### config.mk
export PLATFORM = sky130hd
export DESIGN_NAME = tetris_input_ctrl
export DESIGN_NICKNAME = d
export VERILOG_FILES = /design/src/rtl/tetris_pkg.sv /design/src/rtl/tetris_debounce.sv /design/src/rtl/tetris_input_ctrl.sv
export SDC_FILE = /design/constraint.sdc
export NUM_CORES = 1
export LEC_CHECK = 0
export CAP_MARGIN = 20
export CORE_MARGIN = 2
export CORE_UTILIZATION = 35
export CTS_CLUSTER_DIAMETER = 100
export CTS_CLUSTER_SIZE = 28
export DETAILED_ROUTE_END_ITERATION = 16
export DONT_BUFFER_PORTS = 1
export GPL_ROUTABILITY_DRIVEN = 0
export PLACE_DENSITY = 0.48
export RECOVER_POWER = 100
export SYNTH_ARGS = -nofsm -noshare
export SYNTH_HDL_FRONTEND = slang
export SYNTH_SLANG_ARGS = --single-unit
export TNS_END_PERCENT = 20
### constraint.sdc
create_clock -name clk -period 2.4 [get_ports clk]
set_clock_uncertainty 0.15 [all_clocks]
set_input_delay 0.48 -clock clk [delete_from_list [all_inputs] [get_ports clk]]
set_output_delay 0.48 -clock clk [all_outputs]
set_load 0.02 [all_outputs]
### src/rtl/tetris_pkg.sv
// ----------------------------------------------------------------------------
// tetris_pkg
// Shared types and default constants for the Tetris input path and top level.
//   joy_state_t        : joystick direction classification
//   DEFAULT_*          : default timing (in 50 MHz cycles) and ADC thresholds
//   cycleCounterWidth  : counter width that holds the largest cycle count
// ----------------------------------------------------------------------------
package tetris_pkg;

   localparam int ADC_WIDTH = 12;

   typedef enum logic [1:0] {
      JOY_CENTER = 2'd0,
      JOY_LEFT   = 2'd1,
      JOY_RIGHT  = 2'd2
   } joy_state_t;

   // Timing defaults: 10 ms debounce, 250 ms first repeat, 100 ms repeat rate
   localparam int unsigned DEFAULT_DEBOUNCE_CYCLES      = 500000;
   localparam int unsigned DEFAULT_REPEAT_DELAY_CYCLES  = 12500000;
   localparam int unsigned DEFAULT_REPEAT_PERIOD_CYCLES = 5000000;

   // Joystick X thresholds with a hysteresis band on each side of centre
   localparam logic [ADC_WIDTH-1:0] DEFAULT_ADC_RIGHT_ON  = 12'd2106;
   localparam logic [ADC_WIDTH-1:0] DEFAULT_ADC_RIGHT_OFF = 12'd1900;
   localparam logic [ADC_WIDTH-1:0] DEFAULT_ADC_LEFT_ON   = 12'd1194;
   localparam logic [ADC_WIDTH-1:0] DEFAULT_ADC_LEFT_OFF  = 12'd1400;

   // Value the registered ADC sample takes after reset, so that a reset never
   // looks like a joystick deflection
   localparam logic [ADC_WIDTH-1:0] ADC_CENTER_VALUE = 12'd2048;

   // Width big enough for the largest of three cycle counts, with one spare bit
   function automatic int cycleCounterWidth(input int unsigned a,
                                            input int unsigned b,
                                            input int unsigned c);
      int unsigned m;
      m = a;
      if (b > m) m = b;
      if (c > m) m = c;
      return $clog2(m) + 1;
   endfunction

endpackage

### src/rtl/tetris_debounce.sv
// ----------------------------------------------------------------------------
// tetris_debounce
// Two-flop synchroniser plus debounce counter for one active-low pushbutton.
//   clk        : system clock
//   reset      : synchronous, active-high
//   rawButtonN : raw asynchronous button, active low
//   level      : debounced pressed level, active high (0 = released)
// The level only changes after DEBOUNCE_CYCLES consecutive cycles in which
// the synchronised input disagrees with it.
// ----------------------------------------------------------------------------
module tetris_debounce
   import tetris_pkg::*;
#(
   parameter int unsigned DEBOUNCE_CYCLES = DEFAULT_DEBOUNCE_CYCLES,
   parameter int          COUNT_WIDTH     = $clog2(DEBOUNCE_CYCLES) + 1
)(
   input  logic clk,
   input  logic reset,
   input  logic rawButtonN,
   output logic level
);

   localparam logic [COUNT_WIDTH-1:0] COUNT_LAST = COUNT_WIDTH'(DEBOUNCE_CYCLES - 1);

   logic                   syncMeta;
   logic                   syncOut;
   logic                   pressed;
   logic [COUNT_WIDTH-1:0] count;

   // Bring the asynchronous button into the clock domain. Both flops reset to
   // the released (high) value so a reset never fakes a press.
   always_ff @(posedge clk) begin
      if (reset) begin
         syncMeta <= 1'b1;
         syncOut  <= 1'b1;
      end else begin
         syncMeta <= rawButtonN;
         syncOut  <= syncMeta;
      end
   end

   assign pressed = ~syncOut;

   // Count consecutive cycles of disagreement between the synchronised input
   // and the debounced level; any agreement restarts the count, so a glitch
   // shorter than the window never gets through.
   always_ff @(posedge clk) begin
      if (reset) begin
         count <= '0;
         level <= 1'b0;
      end else if (pressed == level) begin
         count <= '0;
      end else if (count >= COUNT_LAST) begin
         level <= pressed;
         count <= '0;
      end else begin
         count <= count + 1'b1;
      end
   end

endmodule

### src/rtl/tetris_input_ctrl.sv
// ----------------------------------------------------------------------------
// tetris_input_ctrl
// Turns raw buttons and the joystick ADC into single-cycle game commands.
//   clk        : system clock (50 MHz)
//   reset      : synchronous, active-high
//   s1_n       : raw rotate button, active low
//   s2_n       : raw soft-drop button, active low
//   joy_sel_n  : raw joystick select (pause), active low
//   adc_value  : free-running joystick X ADC result
//   move_left  : pulse, shift left (auto-repeats while held left)
//   move_right : pulse, shift right (auto-repeats while held right)
//   move_down  : pulse, soft drop (auto-repeats while S2 held)
//   rotate     : pulse on S1 press
//   pause      : pulse on joystick-select press
//   joy_active : level, joystick is LEFT or RIGHT
// ----------------------------------------------------------------------------
module tetris_input_ctrl
   import tetris_pkg::*;
#(
   parameter int unsigned           DEBOUNCE_CYCLES      = DEFAULT_DEBOUNCE_CYCLES,
   parameter int unsigned           REPEAT_DELAY_CYCLES  = DEFAULT_REPEAT_DELAY_CYCLES,
   parameter int unsigned           REPEAT_PERIOD_CYCLES = DEFAULT_REPEAT_PERIOD_CYCLES,
   parameter logic [ADC_WIDTH-1:0]  ADC_RIGHT_ON         = DEFAULT_ADC_RIGHT_ON,
   parameter logic [ADC_WIDTH-1:0]  ADC_RIGHT_OFF        = DEFAULT_ADC_RIGHT_OFF,
   parameter logic [ADC_WIDTH-1:0]  ADC_LEFT_ON          = DEFAULT_ADC_LEFT_ON,
   parameter logic [ADC_WIDTH-1:0]  ADC_LEFT_OFF         = DEFAULT_ADC_LEFT_OFF
)(
   input  logic                 clk,
   input  logic                 reset,
   input  logic                 s1_n,
   input  logic                 s2_n,
   input  logic                 joy_sel_n,
   input  logic [ADC_WIDTH-1:0] adc_value,
   output logic                 move_left,
   output logic                 move_right,
   output logic                 move_down,
   output logic                 rotate,
   output logic                 pause,
   output logic                 joy_active
);

   localparam int CW = cycleCounterWidth(DEBOUNCE_CYCLES, REPEAT_DELAY_CYCLES,
                                         REPEAT_PERIOD_CYCLES);
   localparam logic [CW-1:0] DELAY_LAST  = CW'(REPEAT_DELAY_CYCLES - 1);
   localparam logic [CW-1:0] PERIOD_LAST = CW'(REPEAT_PERIOD_CYCLES - 1);

   logic                 s1Level;
   logic                 s2Level;
   logic                 selLevel;
   logic                 s1Prev;
   logic                 selPrev;
   logic [ADC_WIDTH-1:0] adcReg;
   joy_state_t           joyState;
   joy_state_t           joyNext;
   logic [1:0]           repActive;
   logic [1:0]           repPulse;

   tetris_debounce #(.DEBOUNCE_CYCLES(DEBOUNCE_CYCLES), .COUNT_WIDTH(CW)) s1Debounce (
      .clk(clk), .reset(reset), .rawButtonN(s1_n), .level(s1Level)
   );

   tetris_debounce #(.DEBOUNCE_CYCLES(DEBOUNCE_CYCLES), .COUNT_WIDTH(CW)) s2Debounce (
      .clk(clk), .reset(reset), .rawButtonN(s2_n), .level(s2Level)
   );

   tetris_debounce #(.DEBOUNCE_CYCLES(DEBOUNCE_CYCLES), .COUNT_WIDTH(CW)) selDebounce (
      .clk(clk), .reset(reset), .rawButtonN(joy_sel_n), .level(selLevel)
   );

   // Rotate and pause fire once on the rising edge of their debounced level;
   // holding or releasing the button does nothing further.
   always_ff @(posedge clk) begin
      if (reset) begin
         s1Prev  <= 1'b0;
         selPrev <= 1'b0;
         rotate  <= 1'b0;
         pause   <= 1'b0;
      end else begin
         s1Prev  <= s1Level;
         selPrev <= selLevel;
         rotate  <= s1Level & ~s1Prev;
         pause   <= selLevel & ~selPrev;
      end
   end

   // Register the free-running ADC result once before classifying it, and
   // hold the joystick direction state.
   always_ff @(posedge clk) begin
      if (reset) begin
         adcReg   <= ADC_CENTER_VALUE;
         joyState <= JOY_CENTER;
      end else begin
         adcReg   <= adc_value;
         joyState <= joyNext;
      end
   end

   // Hysteresis classifier. LEFT and RIGHT only ever return to CENTER, so a
   // direction reversal always spends at least one cycle centred, which lets
   // the repeat engine restart for the new direction.
   always_comb begin
      joyNext = joyState;
      case (joyState)
         JOY_CENTER: begin
            if (adcReg > ADC_RIGHT_ON)
               joyNext = JOY_RIGHT;
            else if (adcReg < ADC_LEFT_ON)
               joyNext = JOY_LEFT;
         end
         JOY_RIGHT: begin
            if (adcReg < ADC_RIGHT_OFF)
               joyNext = JOY_CENTER;
         end
         JOY_LEFT: begin
            if (adcReg > ADC_LEFT_OFF)
               joyNext = JOY_CENTER;
         end
         default: joyNext = JOY_CENTER;
      endcase
   end

   assign joy_active = (joyState != JOY_CENTER);
   assign repActive  = {joy_active, s2Level};

   // Auto-repeat engines: index 0 is soft drop, index 1 is joystick movement.
   // An initial pulse follows activation, the first repeat comes after the
   // long delay and later repeats at the shorter period. The output is gated
   // by the current active level so a pulse never appears in the cycle the
   // source drops away.
   for (genvar g = 0; g < 2; g++) begin : gRepeat
      logic          prevActive;
      logic          inPeriod;
      logic          pulse;
      logic [CW-1:0] cnt;

      // Repeat timer for one source; the count saturates instead of wrapping
      always_ff @(posedge clk) begin
         if (reset) begin
            prevActive <= 1'b0;
            inPeriod   <= 1'b0;
            pulse      <= 1'b0;
            cnt        <= '0;
         end else if (!repActive[g]) begin
            prevActive <= 1'b0;
            inPeriod   <= 1'b0;
            pulse      <= 1'b0;
            cnt        <= '0;
         end else if (!prevActive) begin
            prevActive <= 1'b1;
            inPeriod   <= 1'b0;
            pulse      <= 1'b1;
            cnt        <= '0;
         end else if (inPeriod ? (cnt == PERIOD_LAST) : (cnt == DELAY_LAST)) begin
            inPeriod   <= 1'b1;
            pulse      <= 1'b1;
            cnt        <= '0;
         end else begin
            pulse      <= 1'b0;
            if (cnt != '1)
               cnt <= cnt + 1'b1;
         end
      end

      assign repPulse[g] = pulse & repActive[g];
   end

   assign move_down  = repPulse[0];
   assign move_right = repPulse[1] & (joyState == JOY_RIGHT);
   assign move_left  = repPulse[1] & (joyState == JOY_LEFT);

endmodule
# == Yosys cells after proc, flatten, opt, wreduce, memory -nomap -nowiden ==
# Cells that the tools add are included.
# totals
ff_bits,158
in_bits,17
# op_classes
n_addsub,5
order_cmp,7
eq_ne,14
n_mux,13
n_bitwise,18
reduce_logical,15
# op_table
cell,count
"adder 25 x 1 -> 25 bit, second input constant",5
"greater-or-equal comparator 25 x 19 -> 1 bit, second input constant",3
"== test 25 x 23 -> 1 bit, second input constant",2
"== test 25 x 24 -> 1 bit, second input constant",2
"inequality test 25 bit, second input constant",2
"< comparator 12 x 11 -> 1 bit, second input constant",2
OR reduction 3 bit,5
"> comparator 12 x 11 -> 1 bit, second input constant",1
"> comparator 12 bit, second input constant",1
NOT 1 bit,12
two-way mux 1 bit,8
two-way mux 2 bit,4
OR reduction 4 bit,2
AND 1 bit,6
one-hot mux 2 bit (3 select lines),1
AND reduction 2 bit,3
"inequality test 2 bit, second input constant",2
OR reduction 2 bit,2
== test 1 bit,3
"inequality test 3 bit, second input constant",1
AND reduction 3 bit,1
"== test 2 x 1 -> 1 bit, second input constant",1
"== test 2 bit, second input constant",1
zero test 2 bit,1
nonzero test 2 bit,1

# == Longest topological paths before layout ==
# logic_depth
word_depth,4
mapped_depth,8

# == Cells and area by module ==
# Synthesis repeated with hierarchy kept, for this count alone.
# hier_totals
hier_cells,780
area_unflattened_um2,7071.8
# by_module_without_submodules
mod,instances,cells_each,area_per_inst_um2,seq_area_each_um2
tetris_input_ctrl,1,411,3550.9,1481.4
tetris_debounce,3,123,1173.6,560.5

# == Worst setup path after synthesis ==
# No wires, ideal clock.
# synth_timing
kind,register to register
start,reg s2Debounce.count[11]
end,reg s2Debounce.level
setup_ps,121
t_arrival_ps,1845
path_slack_ps,284
stages_incl_launch_ff,5
period_less_slack_ps,2116
path_cell_list,dfxtp_1 > or4_4 > or4_4 > o21ai_0 > mux2_2
# synth_between
elab_chain_cells,2
# synth_rtl
element,line_no,rtl
"start, declared",tetris_debounce.sv:28,logic [COUNT_WIDTH-1:0] count;
"start signal, assigned",tetris_debounce.sv:57,count <= count + 1'b1;
greater-or-equal comparator 25 x 19 -> 1 bit,tetris_debounce.sv:53,end else if (count >= COUNT_LAST) begin
AND reduction 2 bit (no source line),n/a,
"end signal, assigned",tetris_debounce.sv:54,level <= pressed;
"end, declared",tetris_debounce.sv:20,output logic level
# No other way between the ends.
# A chain may end at the register's enable or synchronous reset.

# == Worst setup path after layout ==
# layout_timing
start,reg s2Debounce.count[11]
end,reg s2Debounce.count[16]
# layout_between
elab_chain_cells,2
elab_cells_between_ends,3
# layout_rtl
element,line_no
greater-or-equal comparator 25 x 19 -> 1 bit,tetris_debounce.sv:53
OR reduction 3 bit (no source line),n/a
# Parallel ways exist; a longest one is shown, timed or not.

==> metrics.md <==
| Metric | Value |
|---|---|
| Power per cell area | `695 nW/µm²` |
| Minimum clock period | `2.29 ns` |
| Ant diodes | `0` |
| First-pass GRT wire length | `23,500 µm` |
| Psw | `1.15 mW` |
| Die area | `20,400 µm²` |
| Final Worst Setup Slack | `0.107 ns` |
| Ratio of cells with drive above 1 in the final layout | `0.0948` |
| Pleak | `2.57 nW` |
| DR WL/cell | `13.3 µm` |
| Vias/cell | `4.90` |
| First-pass DRT Iterations | `5` |
| Rel. slew slack | `0.479` |
| Avg Cell Area, Syn | `9.09 µm²` |
| Gr ovfl total | `0` |
| Synth unique cells | `56` |
| CTS tree | `done` |
| Tcrit/Tclk final | `0.955` |
| Main synth FF type | `dfxtp_1` |
| Hold Crit Class | `input port to flip-flop` |
| Design area | `7800 µm²` |
| Final cell count without fillers | `1,051` |
| Measured slew at the worst slew-check pin | `0.780 ns` |
| CTS Buffer Depth | `2` |
| Inst Count DP | `1,014` |
| Skew-Pair Late Insertion Delay | `0.42 ns` |
| Starting density of the core | `0.358` |
| Int Pwr | `4.28 mW` |
| Synthesized cell area | `6740 µm²` |
| # clock sinks | `158` |
| CP Launch Point | `s2Debounce.count[11]$_SDFF_PP0_` |
| Die span in x | `143 µm` |
| Yosys reg bits | `158` |
| Crit Path Max Fanout | `19` |
| Initial antenna violation count | `0` |
| Worst reg2reg startpoint | `s2Debounce.count[11]$_SDFF_PP0_` |
| Pins Over Slew Limit | `0` |
| Final wirelength | `14,000 µm` |
| Area growth syn-to-layout | `15.8%` |
| Post-Synthesis Cells | `742` |
| Worst slack, placed | `0.183 ns` |
| Worst Setup End Kind | `flip-flop` |
| H-tree depth | `4` |
| FF-to-FF setup slack | `0.11 ns` |
| GRT Total Usage | `0.144` |
| Total I/O pin count | `23` |
| Unrepaired setup endpoints after global routing | `false` |
| Worst setup path end | `s2Debounce.count[16]$_SDFF_PP0_` |
| Via Count | `5,154` |
| CP Class | `flip-flop to flip-flop` |
| Max Fclk | `436 MHz` |
| CTS clock-pin slew for the worst setup and hold paths | `0.06 ns` |
| Site Rows | `50` |
| Max Cap Viol | `0` |
| Worst-case vdd ir drop | `0.000455 V` |
| Reg-to-Reg End | `s2Debounce.count[16]$_SDFF_PP0_` |
| Setup TNS | `0 ns` |
| Buffers added on ports | `0` |
| DP Area | `7170 µm²` |
| Num CTS Buffers | `17` |
| Reg2Reg Depth | `5` |
| Design Power | `5.43 mW` |
| Endpoints failing hold | `0` |
| Drt first-iter violations | `251` |
| CTS Root Cell | `clkbuf_16` |
| Crit path arrival time | `2.43 ns` |
| # nets final | `800` |
| Register share of total power | `0.495` |
| Ys Warns | `0` |
| Crit path launch type | `flip-flop` |
| Final setup fails | `0` |
| Outcome | `complete, no violations` |
| Core Region | `18,800 µm²` |
| # DRC | `0` |
| Largest net degree at the start of global routing | `26` |
| Hold_sp | `reset` |
| Async S/R FF share, synth | `0` |
| HPWL Detailed | `9530 µm` |
| Switching Share | `0.211` |
| Die Y | `143 µm` |
| Worst EP required | `2.54 ns` |
| Post-synthesis sequential area ratio | `0.469` |
| Routed Antenna Nets | `0` |
| Clock share of power | `0.492` |
| Combinational Power Share | `0.013` |
| Number of synthesized flops with an enable pin | `0` |
| Final core utilization | `0.414` |
| Final hold slack | `0.0190 ns` |
| Vias in the first global route | `4,938` |
worst min-delay path by stage:
stage | cells past startpoint | to | slack (ns)
finish | 1 | joyState[0]$_SDFFE_PP0P_ | 0.02
global route | 1 | s1Debounce.syncMeta$_SDFF_PP1_ | 0.004
CTS | 1 | s2Debounce.syncMeta$_SDFF_PP1_ | 0.001
detailed placement | 1 | pause$_SDFF_PP0_ | 0.23
global placement | 1 | pause$_SDFF_PP0_ | 0.22
floorplan | 1 | pause$_SDFF_PP0_ | 0.22
power by group through the flow:
stage	clock [mW]	combinational, mW	sequential (mW)
4_1_cts	2.75	0.0700	2.69
3_5_place_dp	0	0.0602	2.75
6_report	2.67	0.0713	2.69
2_1_floorplan	0	0.0516	2.74
5_1_grt	2.88	0.0807	2.69
3_3_place_gp	0	0.0601	2.74
kinds of logic after synthesis:
group | Yosys count | share of synthesized area
other cells | 1 | 0.000556
xor+xnor | 94 | 0.122
mux | 4 | 0.00668
buf+inv | 37 | 0.0249
simple gates | 365 | 0.288
fa+ha+maj | 5 | 0.00928
compound gates | 78 | 0.0794
flops | 158 | 0.469
area by class of cell:
class,count,area (µm²)
Clock buffer,19,453
Clock inverter,13,139
Fill cell,1855,11000
Inverter,15,56.3
Multi-Input combinational cell,564,3470
Sequential cell,158,3160
Tap cell,260,325
Timing Repair Buffer,22,194
placed cells by master (no fill, tap or decap), drive strengths merged, types with 12 or more instances in the layout:
| cell type | n |
|---|---|
| nand2 | 38 |
| clkbuf | 22 |
| nand3 | 40 |
| nor2b | 17 |
| nor3 | 22 |
| dfxtp | 158 |
| xnor2 | 43 |
| o21ai | 14 |
| conb | 18 |
| inv | 16 |
| a21oi | 21 |
| and3 | 17 |
| nor4 | 13 |
| nand4 | 26 |
| nor2 | 125 |
| and4 | 12 |
| xor2 | 51 |
| buf | 14 |
timing repair:
action	CTS	global route
hold endpoints to repair	13	3
endpoints found under the setup margin	0	4
buffers inserted	0	0
resized for setup	0	1
hold buffers	4	1
registers in the layout, indices dropped and copies added (netlist names), 2 cells and up:
signal and flops:
adcReg 12, joyState 2, gRepeat.inPeriod 2, gRepeat.prevActive 2, gRepeat.cnt 50, s1Debounce.count 25
gRepeat.pulse 2, selDebounce.count 25, s2Debounce.count 25
Yosys cell counts (9+ instances only):
cell	n	area [µm²]
a21oi_1	21	105
and2_1	11	68.8
and3_1	17	106
and4_1	12	105
buf_2	11	55.1
clkbuf_1	9	33.8
dfxtp_1	158	3160
inv_1	15	56.3
nand2_1	38	143
nand3_1	40	200
nand4_1	25	156
nor2_1	124	465
nor2b_1	17	106
nor3_1	22	110
nor4_1	11	68.8
or2_2	11	68.8
xnor2_1	43	377
xor2_1	51	447
per-layer routing:
metal  routed length (µm)  global-route usage  up-vias
li1                     -                   -     2649
met1                 6680               0.175     2423
met2                 6420               0.236       64
met3                  656              0.0506       18
met4                  206              0.0521        0
met5                    0                   0        -
worst max-delay path: stages, from the launching register on:
cell and delay, ns:
dfxtp_1 0.34, or4_4 0.54, or4_4 0.51, o211ai_4 0.16, clkbuf_2 0.36, nor2_1 0.10
No activity file was read; power rests on OpenSTA's default activity.
